<file path="src/rtl/mem_frame_reader.sv">
// Generic show-ahead FIFO; the head entry is visible on rd_dat whenever rd_vld is high.
// Latency: a write shows up on rd_vld/rd_dat one cycle later.
// Backpressure: pops on rd_vld & rd_rdy; a write while full is dropped, so the producer must credit-limit.
module fifo #(
    parameter int WIDTH = 8,
    parameter int DEPTH = 4,
    localparam int PW = (DEPTH > 1) ? $clog2(DEPTH) : 1,
    localparam int CW = $clog2(DEPTH + 1)
) (
    input  logic             i_clk,
    input  logic             i_reset,
    input  logic             wr_vld,
    input  logic [WIDTH-1:0] wr_dat,
    output logic             rd_vld,
    input  logic             rd_rdy,
    output logic [WIDTH-1:0] rd_dat,
    output logic [CW-1:0]    count
);
    logic [WIDTH-1:0] mem [DEPTH];
    logic [PW-1:0]    wr_ptr;
    logic [PW-1:0]    rd_ptr;
    logic             do_wr;
    logic             do_rd;

    assign rd_vld = (count != '0);
    assign rd_dat = mem[rd_ptr];
    assign do_rd  = rd_vld && rd_rdy;
    assign do_wr  = wr_vld && (count != CW'(DEPTH));

    always_ff @(posedge i_clk or posedge i_reset) begin
        if (i_reset) begin
            wr_ptr <= '0;
            rd_ptr <= '0;
            count  <= '0;
            for (int i = 0; i < DEPTH; i++) mem[i] <= '0;
        end else begin
            if (do_wr) begin
                mem[wr_ptr] <= wr_dat;
                wr_ptr      <= (wr_ptr == PW'(DEPTH - 1)) ? '0 : wr_ptr + PW'(1);
            end
            if (do_rd) rd_ptr <= (rd_ptr == PW'(DEPTH - 1)) ? '0 : rd_ptr + PW'(1);
            case ({do_wr, do_rd})
                2'b10:   count <= count + CW'(1);
                2'b01:   count <= count - CW'(1);
                default: count <= count;
            endcase
        end
    end
endmodule

// Streams frames out of a region-partitioned packet SRAM from (start,end,extra) descriptors.
// Latency: pRD_LAT+1 cycles from read issue to o_valid; one word per cycle within a frame.
// Backpressure: reads are issued only against free output-buffer credit, so i_ready=0 stalls issue, never drops data.
module mem_frame_reader #(
    parameter int pDEPTH_RAM  = 4608,
    parameter int pDATA_WIDTH = 8,
    parameter int pREG1_HI    = 1534,
    parameter int pREG2_LO    = 1535,
    parameter int pREG2_HI    = 3070,
    parameter int pREG3_LO    = 3071,
    parameter int pRD_LAT     = 2,
    parameter int pOUT_DEPTH  = 4,
    localparam int AW = $clog2(pDEPTH_RAM),
    localparam int DW = 4 * pDATA_WIDTH
) (
    input  logic            i_clk,
    input  logic            i_reset,
    input  logic [2*AW+1:0] i_desc,
    input  logic            i_desc_valid,
    output logic            o_desc_rd,
    output logic            o_en_read,
    output logic [AW-1:0]   o_adr_out,
    input  logic [DW-1:0]   i_data,
    output logic [DW-1:0]   o_data,
    output logic            o_valid,
    input  logic            i_ready,
    output logic            o_sof,
    output logic            o_eof,
    output logic [1:0]      o_extra_byte,
    output logic [2:0]      o_free,
    output logic            o_err,
    output logic            o_busy
);
    localparam logic [AW-1:0] LAST  = AW'(pDEPTH_RAM - 1);
    localparam logic [AW-1:0] R1_HI = AW'(pREG1_HI);
    localparam logic [AW-1:0] R2_LO = AW'(pREG2_LO);
    localparam logic [AW-1:0] R2_HI = AW'(pREG2_HI);
    localparam logic [AW-1:0] R3_LO = AW'(pREG3_LO);
    localparam int CW  = $clog2(pOUT_DEPTH + 1);
    localparam int CRW = $clog2(pOUT_DEPTH + pRD_LAT + 1);

    typedef enum logic {IDLE, READ} state_t;

    typedef struct packed {
        logic [1:0] rgn;
        logic [1:0] extra;
        logic       eof;
        logic       sof;
    } tag_t;

    typedef struct packed {
        tag_t          tag;
        logic [DW-1:0] dat;
    } entry_t;

    function automatic logic [1:0] region_of(input logic [AW-1:0] a);
        if (a <= R1_HI)      return 2'd1;
        else if (a <= R2_HI) return 2'd2;
        else                 return 2'd3;
    endfunction

    function automatic logic [AW-1:0] rgn_lo(input logic [1:0] r);
        case (r)
            2'd1:    return '0;
            2'd2:    return R2_LO;
            default: return R3_LO;
        endcase
    endfunction

    function automatic logic [AW-1:0] rgn_hi(input logic [1:0] r);
        case (r)
            2'd1:    return R1_HI;
            2'd2:    return R2_HI;
            default: return LAST;
        endcase
    endfunction

    state_t             state;
    state_t             state_nxt;
    logic [AW-1:0]      cur;
    logic [AW-1:0]      end_q;
    logic [1:0]         extra_q;
    logic [1:0]         rgn_q;
    logic               first_q;
    logic               issue;
    logic               desc_take;
    logic [AW-1:0]      d_start;
    logic [AW-1:0]      d_end;
    logic [1:0]         d_extra;
    logic [1:0]         d_rgn;
    logic               d_bad;
    logic [pRD_LAT-1:0] pipe_vld;
    tag_t               pipe_tag [pRD_LAT];
    tag_t               issue_tag;
    logic [CRW-1:0]     inflight;
    logic [CW-1:0]      buf_count;
    logic               credit_ok;
    entry_t             wr_ent;
    entry_t             head;
    logic               head_vld;
    logic               pop_eof;

    assign d_start = i_desc[AW-1:0];
    assign d_end   = i_desc[2*AW-1:AW];
    assign d_extra = i_desc[2*AW+:2];
    assign d_rgn   = region_of(d_start);
    // The end address must sit in the same region as the start, or the frame would wrap wrongly.
    assign d_bad   = (d_start > LAST) || (d_end > LAST) ||
                     (d_end < rgn_lo(d_rgn)) || (d_end > rgn_hi(d_rgn));

    always_comb begin
        inflight = '0;
        for (int i = 0; i < pRD_LAT; i++) inflight = inflight + CRW'(pipe_vld[i]);
    end

    assign credit_ok = (CRW'(buf_count) + inflight) < CRW'(pOUT_DEPTH);
    assign issue_tag = '{rgn: rgn_q, extra: extra_q, eof: (cur == end_q), sof: first_q};

    always_comb begin
        state_nxt = state;
        o_desc_rd = 1'b0;
        o_err     = 1'b0;
        issue     = 1'b0;
        desc_take = 1'b0;
        case (state)
            IDLE: begin
                if (i_desc_valid && !i_reset) begin
                    o_desc_rd = 1'b1;
                    if (d_bad) begin
                        o_err = 1'b1;
                    end else begin
                        desc_take = 1'b1;
                        state_nxt = READ;
                    end
                end
            end
            READ: begin
                if (credit_ok) begin
                    issue = 1'b1;
                    if (cur == end_q) state_nxt = IDLE;
                end
            end
            default: state_nxt = IDLE;
        endcase
    end

    assign o_en_read = issue;
    assign o_adr_out = cur;

    always_ff @(posedge i_clk or posedge i_reset) begin
        if (i_reset) begin
            state   <= IDLE;
            cur     <= '0;
            end_q   <= '0;
            extra_q <= '0;
            rgn_q   <= '0;
            first_q <= 1'b0;
        end else begin
            state <= state_nxt;
            if (desc_take) begin
                cur     <= d_start;
                end_q   <= d_end;
                extra_q <= d_extra;
                rgn_q   <= d_rgn;
                first_q <= 1'b1;
            end else if (issue) begin
                cur     <= (cur == rgn_hi(rgn_q)) ? rgn_lo(rgn_q) : cur + AW'(1);
                first_q <= 1'b0;
            end
        end
    end

    // Frame tags ride alongside the SRAM read so they meet i_data in the same cycle.
    always_ff @(posedge i_clk or posedge i_reset) begin
        if (i_reset) begin
            pipe_vld <= '0;
            for (int i = 0; i < pRD_LAT; i++) pipe_tag[i] <= '0;
        end else begin
            pipe_vld[0] <= issue;
            pipe_tag[0] <= issue_tag;
            for (int i = 1; i < pRD_LAT; i++) begin
                pipe_vld[i] <= pipe_vld[i-1];
                pipe_tag[i] <= pipe_tag[i-1];
            end
        end
    end

    assign wr_ent = '{tag: pipe_tag[pRD_LAT-1], dat: i_data};

    fifo #(
        .WIDTH ($bits(entry_t)),
        .DEPTH (pOUT_DEPTH)
    ) u_out_buf (
        .i_clk   (i_clk),
        .i_reset (i_reset),
        .wr_vld  (pipe_vld[pRD_LAT-1]),
        .wr_dat  (wr_ent),
        .rd_vld  (head_vld),
        .rd_rdy  (i_ready),
        .rd_dat  (head),
        .count   (buf_count)
    );

    assign o_valid      = head_vld;
    assign o_data       = head.dat;
    assign o_sof        = head_vld && head.tag.sof;
    assign o_eof        = head_vld && head.tag.eof;
    assign o_extra_byte = (head_vld && head.tag.eof) ? head.tag.extra : 2'd0;
    assign o_busy       = (state != IDLE) || (pipe_vld != '0) || head_vld;
    assign pop_eof      = head_vld && i_ready && head.tag.eof;

    always_ff @(posedge i_clk or posedge i_reset) begin
        if (i_reset) begin
            o_free <= '0;
        end else begin
            o_free[0] <= pop_eof && (head.tag.rgn == 2'd1);
            o_free[1] <= pop_eof && (head.tag.rgn == 2'd2);
            o_free[2] <= pop_eof && (head.tag.rgn == 2'd3);
        end
    end
endmodule

</file>
<file path="config.mk">
export PLATFORM = sky130hd
export DESIGN_NAME = mem_frame_reader
export DESIGN_NICKNAME = d
export VERILOG_FILES = /design/src/rtl/mem_frame_reader.sv
export SDC_FILE = /design/constraint.sdc
export NUM_CORES = 1
export LEC_CHECK = 0
export CAP_MARGIN = 20
export CORE_ASPECT_RATIO = 1.4
export CORE_MARGIN = 8
export CORE_UTILIZATION = 30
export CTS_CLUSTER_SIZE = 8
export DETAILED_ROUTE_END_ITERATION = 7
export PLACE_DENSITY_LB_ADDON = 0.05
export REMOVE_ABC_BUFFERS = 1
export SYNTH_ARGS = -nofsm -noshare
export SYNTH_HDL_FRONTEND = slang
export SYNTH_SLANG_ARGS = --single-unit
</file>
<file path="constraint.sdc">
create_clock -name i_clk -period 19.8 [get_ports i_clk]
set_clock_uncertainty 0.15 [all_clocks]
set_input_delay 5.94 -clock i_clk [delete_from_list [all_inputs] [get_ports i_clk]]
set_output_delay 5.94 -clock i_clk [all_outputs]
set_load 0.1 [all_outputs]
</file>
# Word-level counts from Yosys, hierarchy flattened
# Cells that the tools add are included.
# totals
word_cells,113
regBits,208
out_inout_bits,57
in_bits,64
# classes
n_eq_ne,14
reduce_logical,20
add_sub_neg,7
n_bitwise,3
magnitude_cmp,10
n_mux,36
# ops
op,count
bitwise mux 152 bit,1
two-way mux 38 bit,3
binary-select mux 38 bit (select 2 bit),1
demux 38 bit (select 2 bit),1
two-way mux 13 bit,5
case mux 13 bit (2 select lines),2
case mux 12 bit (2 select lines),2
equality test 13 bit,2
"> comparator 13 bit, second input constant",2
two-way mux 1 bit,15
"equality test 2 bit, second input constant",7
"adder 13 x 1 -> 13 bit, second input constant",1
> comparator 13 bit,1
"<= comparator 13 x 11 -> 1 bit, second input constant",1
"<= comparator 13 x 12 -> 1 bit, second input constant",1
< comparator 13 bit,1
logical AND 1 bit,10
"equality test 2 x 1 -> 1 bit, second input constant",4
two-way mux 2 bit,4
">= comparator 3 bit, second input constant",2
NOT 2 -> 3 bit,2
case mux 3 bit (2 select lines),1
nonzero test 2 bit,3
logical OR 1 bit,5
12 further kinds,13

# Longest topological paths before layout
# logic_depth
depth_word,16
mapped_depth,14
depth_no_buf,12

# Hierarchy
# From an unflattened synthesis, not the netlist that was laid out.
# hier_totals
cells_unflattened,705
hier_area_um2,10082.2
# modules_own_cells
mod,n_inst,cells_per_inst,area_each_um2,seq_area_each_um2
fifo,1,411,7039.3,3978.8
mem_frame_reader,1,294,3042.9,1226.2

# Least setup slack after synthesis
# OpenSTA, ideal clock, no wires.
# synth_path
path_type,input-to-output
start,in i_reset
end,out o_err
t_arrival_ns,9.312
path_slack_ns,4.398
n_path_buf,0
t_required_ns,13.710
stages,2
path_cell_list,nor3b_1 > and2_1
# synth_between
elab_chain_cells,4
# synth_lines
element,line_no,text
"start, declared",67,"input logic i_reset,"
zero test 1 bit (no source line),n/a,
logical AND 1 bit,177,if (i_desc_valid && !i_reset) begin
two-way mux 1 bit,177,
two-way mux 1 bit,175,case (state)
"end, declared",81,"output logic o_err,"
# No other way between the ends.

# Worst setup path in the final report
# layout_path
start,in i_desc[8]
end,out o_err
# layout_between
elab_chain_cells,11
word_cells_on_any_way,17
classes_between,order compare (5); eq/ne (2); mux (7); reduce/logical (3)
# layout_lines
element,line_no,text
"start, declared",68,"input logic [2*AW+1:0] i_desc,"
<= comparator 13 x 12 -> 1 bit,108,else if (a <= R2_HI) return 2'd2;
two-way mux 1 bit,108,
two-way mux 2 bit,107,if (a <= R1_HI) return 2'd1;
equality test 2 bit / equality test 2 x 1 -> 1 bit (equally long branches),"113, 121",
case mux 12 bit (2 select lines),113,case (r)
< comparator 13 bit,159,(d_end < rgn_lo(d_rgn)) || (d_end > rgn_hi(d_rgn));
logical OR 1 bit,158,assign d_bad = (d_start > LAST) || (d_end > LAST) ||
logical OR 1 bit (*),159,
two-way mux 1 bit (*),179,if (d_bad) begin
two-way mux 1 bit (*),177,
two-way mux 1 bit (*),175,
# Every way passes the cells marked *; elsewhere a longest branch is shown, timed or not.

==> metrics.txt <==
Area Overhead vs Synth 24.3%; Die X ~170 um; DR iter-0 viols about 300; Final period util between 80% and 90%; library cells used by synthesis 52; Chip Height roughly 230 um; initial cell density of the core 30.4%; Final nets about 900; Yosys warning total 0; R2R cell count 8; Hold WC Path Type reg2reg; placed insts between 1000 and 1500; post-synthesis mux area share approximately 30%; Synth Area in Compound Gates about 4.6%; Clock transition at path regs 0.05 ns; largest net degree at the start of global routing 134; final antenna-violating net count 0; post-CTS setup buffers 0; Total Wirelength about 27000 um; maximum root-to-sink buffer count 3; synthesized area a little under 10000 um^2; Worst EP arrival around 10 ns; post-layout util about 38%; pre-CTS setup slack roughly 3.5 ns; later-pin clock latency in the skew report approximately 0.53 ns; reg2reg setup slack about 17 ns; sequential-to-total area share from yosys stat 52.8%; Global Route Usage Sum a little over an eighth; RR Startpoint rgn_q[0]; H-tree depth 1; WL per Instance approximately 21 um; first-pass GRT wire length 41600 um; Least-Margin Pin Slew 1.06 ns; I/O Pins 121; # DRC 0; vias a little over 6000; status complete, no violations; share of the synthesized area in the top cell type roughly 53%; ratio of cells with drive above 1 in the final layout approximately 32%; Synth Area in Simple Gates about 4.7%; vias per inst ~4.9; Setup CP Type in2out; row cnt between 70 and 80; worst path required time around 14 ns; antenna violations before repair 1; Synth area leaders dfrtp_1 (53%), mux2_2 (20%), mux4_2 (8.7%); Post-synth top cells dfrtp_1 (208), mux2_2 (173), mux4_2 (38), ha_1 (27), inv_1 (26); top-count cell post-synth dfrtp_1; Non-Filler Instances ~1300; Synth Area per Inst between 10 and 15 um^2; die area slightly below 40000 um^2; Post-Synthesis Cells between 600 and 700; Fin Setup TNS 0 ns; Post-synth EDFFs 0; CP endpoint kind output pin; vias in the first global route roughly 7100; r2r endpoint o_adr_out[8]; unrepaired setup endpoints after global routing no; FF+latch count, synth about 210; Adder-Cell Fraction of Synth Area under 10%; IO buf count 120; PnR worst setup slack 3.62 ns; ys async rst share 100%; leading register cell type out of synthesis dfrtp_1; CTS resizes 0; dpl hpwl 18100 um; gr ovfl total 0; largest area contributor in the netlist dfrtp_1; MaxCap Viol Count 0; largest family of logic cells by synthesized area multiplexers; placer congestion estimate roughly 0.81; CTS tree built; Final Hold Viols 0; Worst Hold End pipe_tag[3]; Peak Freq approximately 0.062 GHz; max-slew violations 0; TritonCTS Buffers 29; core box area between 30000 and 40000 um^2; worst-path maximum fanout 5; HP Start pipe_tag[9]; hold buffers post-CTS 0; Setup Viol. Count Final 0; Root Buffer clkbuf_16; Slew headroom 29.2%; Worst Hold Depth 0; Pre-Repair DR Iteration Count 4; Tmin final around 16 ns; CP startpoint kind input port; Synth Area in XOR/XNOR between 1.5 and 2%; clk sinks around 210
[layer usage]
metal | wire (um) | vias to the layer above | track usage [%]
li1 | - | 2800 | -
met1 | 10700 | 3250 | 15.4
met2 | 14300 | 134 | 26.0
met3 | 1050 | 32 | 2.29
met4 | 537 | 0 | 4.16
met5 | 0 | - | 0
[worst max-delay path by stage]
stage / start / end / slack (ns) / cells after the start
3_3_place_gp: i_desc[8] / o_err / 3.58 / 13
4_1_cts: i_desc[8] / o_err / 3.53 / 13
2_1_floorplan: i_reset / o_err / 4.40 / 2
3_5_place_dp: i_desc[8] / o_err / 3.54 / 13
6_report: i_desc[8] / o_err / 3.62 / 13
5_1_grt: i_desc[8] / o_err / 3.31 / 13
[worst max-delay path: stages]
cell,delay (ns)
clkdlybuf4s50_1,0.43
nand3_1,0.19
o41ai_1,0.09
a21oi_1,0.43
o21ai_0,0.37
ha_1,0.40
nand4_1,0.11
or4_1,0.41
a32oi_1,0.26
nor2_1,0.10
o21ai_0,0.08
and2_1,0.14
clkdlybuf4s50_1,1.13
[registers in the layout, summed over array words and instances (netlist names), 3 cells and up]
signal,count
u_out_buf.mem,152
end_q,13
o_adr_out,13
pipe_tag,12
o_free,3
u_out_buf.count,3
[stage by stage]
stage | hold WS (ns) | instance area [um^2]
floorplan | 0.181 | 9670
detailed placement | 0.185 | 11500
finish | 0.193 | 12300
global route | 0.199 | 12300
global placement | 0.182 | 11500
CTS | 0.196 | 12200
[layout make-up]
class	count	area (um^2)
Timing Repair Buffer	130	1270
Sequential cell	208	5210
Fill cell	3122	20200
Clock buffer	30	729
Antenna cell	1	2.50
Inverter	27	109
Tap cell	440	551
Multi-Input combinational cell	423	4380
[cells by family (layout without fill, tap and decap cells)]
kind of cell | count (synthesis) | in the layout
muxes | 222 | 222
adders and majority gates | 28 | 28
DFF | 208 | 208
buffers and inverters | 68 | 187
and+or+nand+nor | 86 | 86
other | 0 | 1
xor gates and xnor gates | 19 | 19
AOI/OAI and AO/OA | 68 | 68
[layout by cell type, fill, tap and decap left out, types with 3 or more instances in the layout]
| cell | synthesis | layout |
|---|---|---|
| nand3_1 | 13 | 13 |
| o2111ai_1 | 3 | 3 |
| o22ai_1 | 7 | 7 |
| a21oi_1 | 15 | 15 |
| o31ai_1 | 4 | 4 |
| nor2_1 | 8 | 8 |
| a21o_1 | 6 | 6 |
| inv_1 | 26 | 25 |
| clkbuf_16 | 0 | 29 |
| and4_1 | 4 | 4 |
| mux2i_1 | 9 | 9 |
| o21ai_0 | 9 | 9 |
| nand2_2 | 0 | 4 |
| nand2_1 | 22 | 18 |
| a2bb2oi_1 | 3 | 3 |
| or3_1 | 5 | 5 |
| nor4_1 | 3 | 3 |
| ha_1 | 27 | 27 |
| buf_4 | 2 | 9 |
| dfrtp_1 | 208 | 206 |
| and2_1 | 6 | 6 |
| and3_1 | 5 | 5 |
| nand4_1 | 9 | 9 |
| nor3_1 | 4 | 4 |
| mux4_2 | 38 | 38 |
| a31oi_1 | 4 | 4 |
| clkdlybuf4s50_1 | 0 | 120 |
| xnor2_1 | 9 | 9 |
| xor2_1 | 10 | 10 |
| mux2_2 | 173 | 173 |
Power is not shown: default switching activity piles up to over one toggle a cycle in this logic, so the estimate is an artifact.
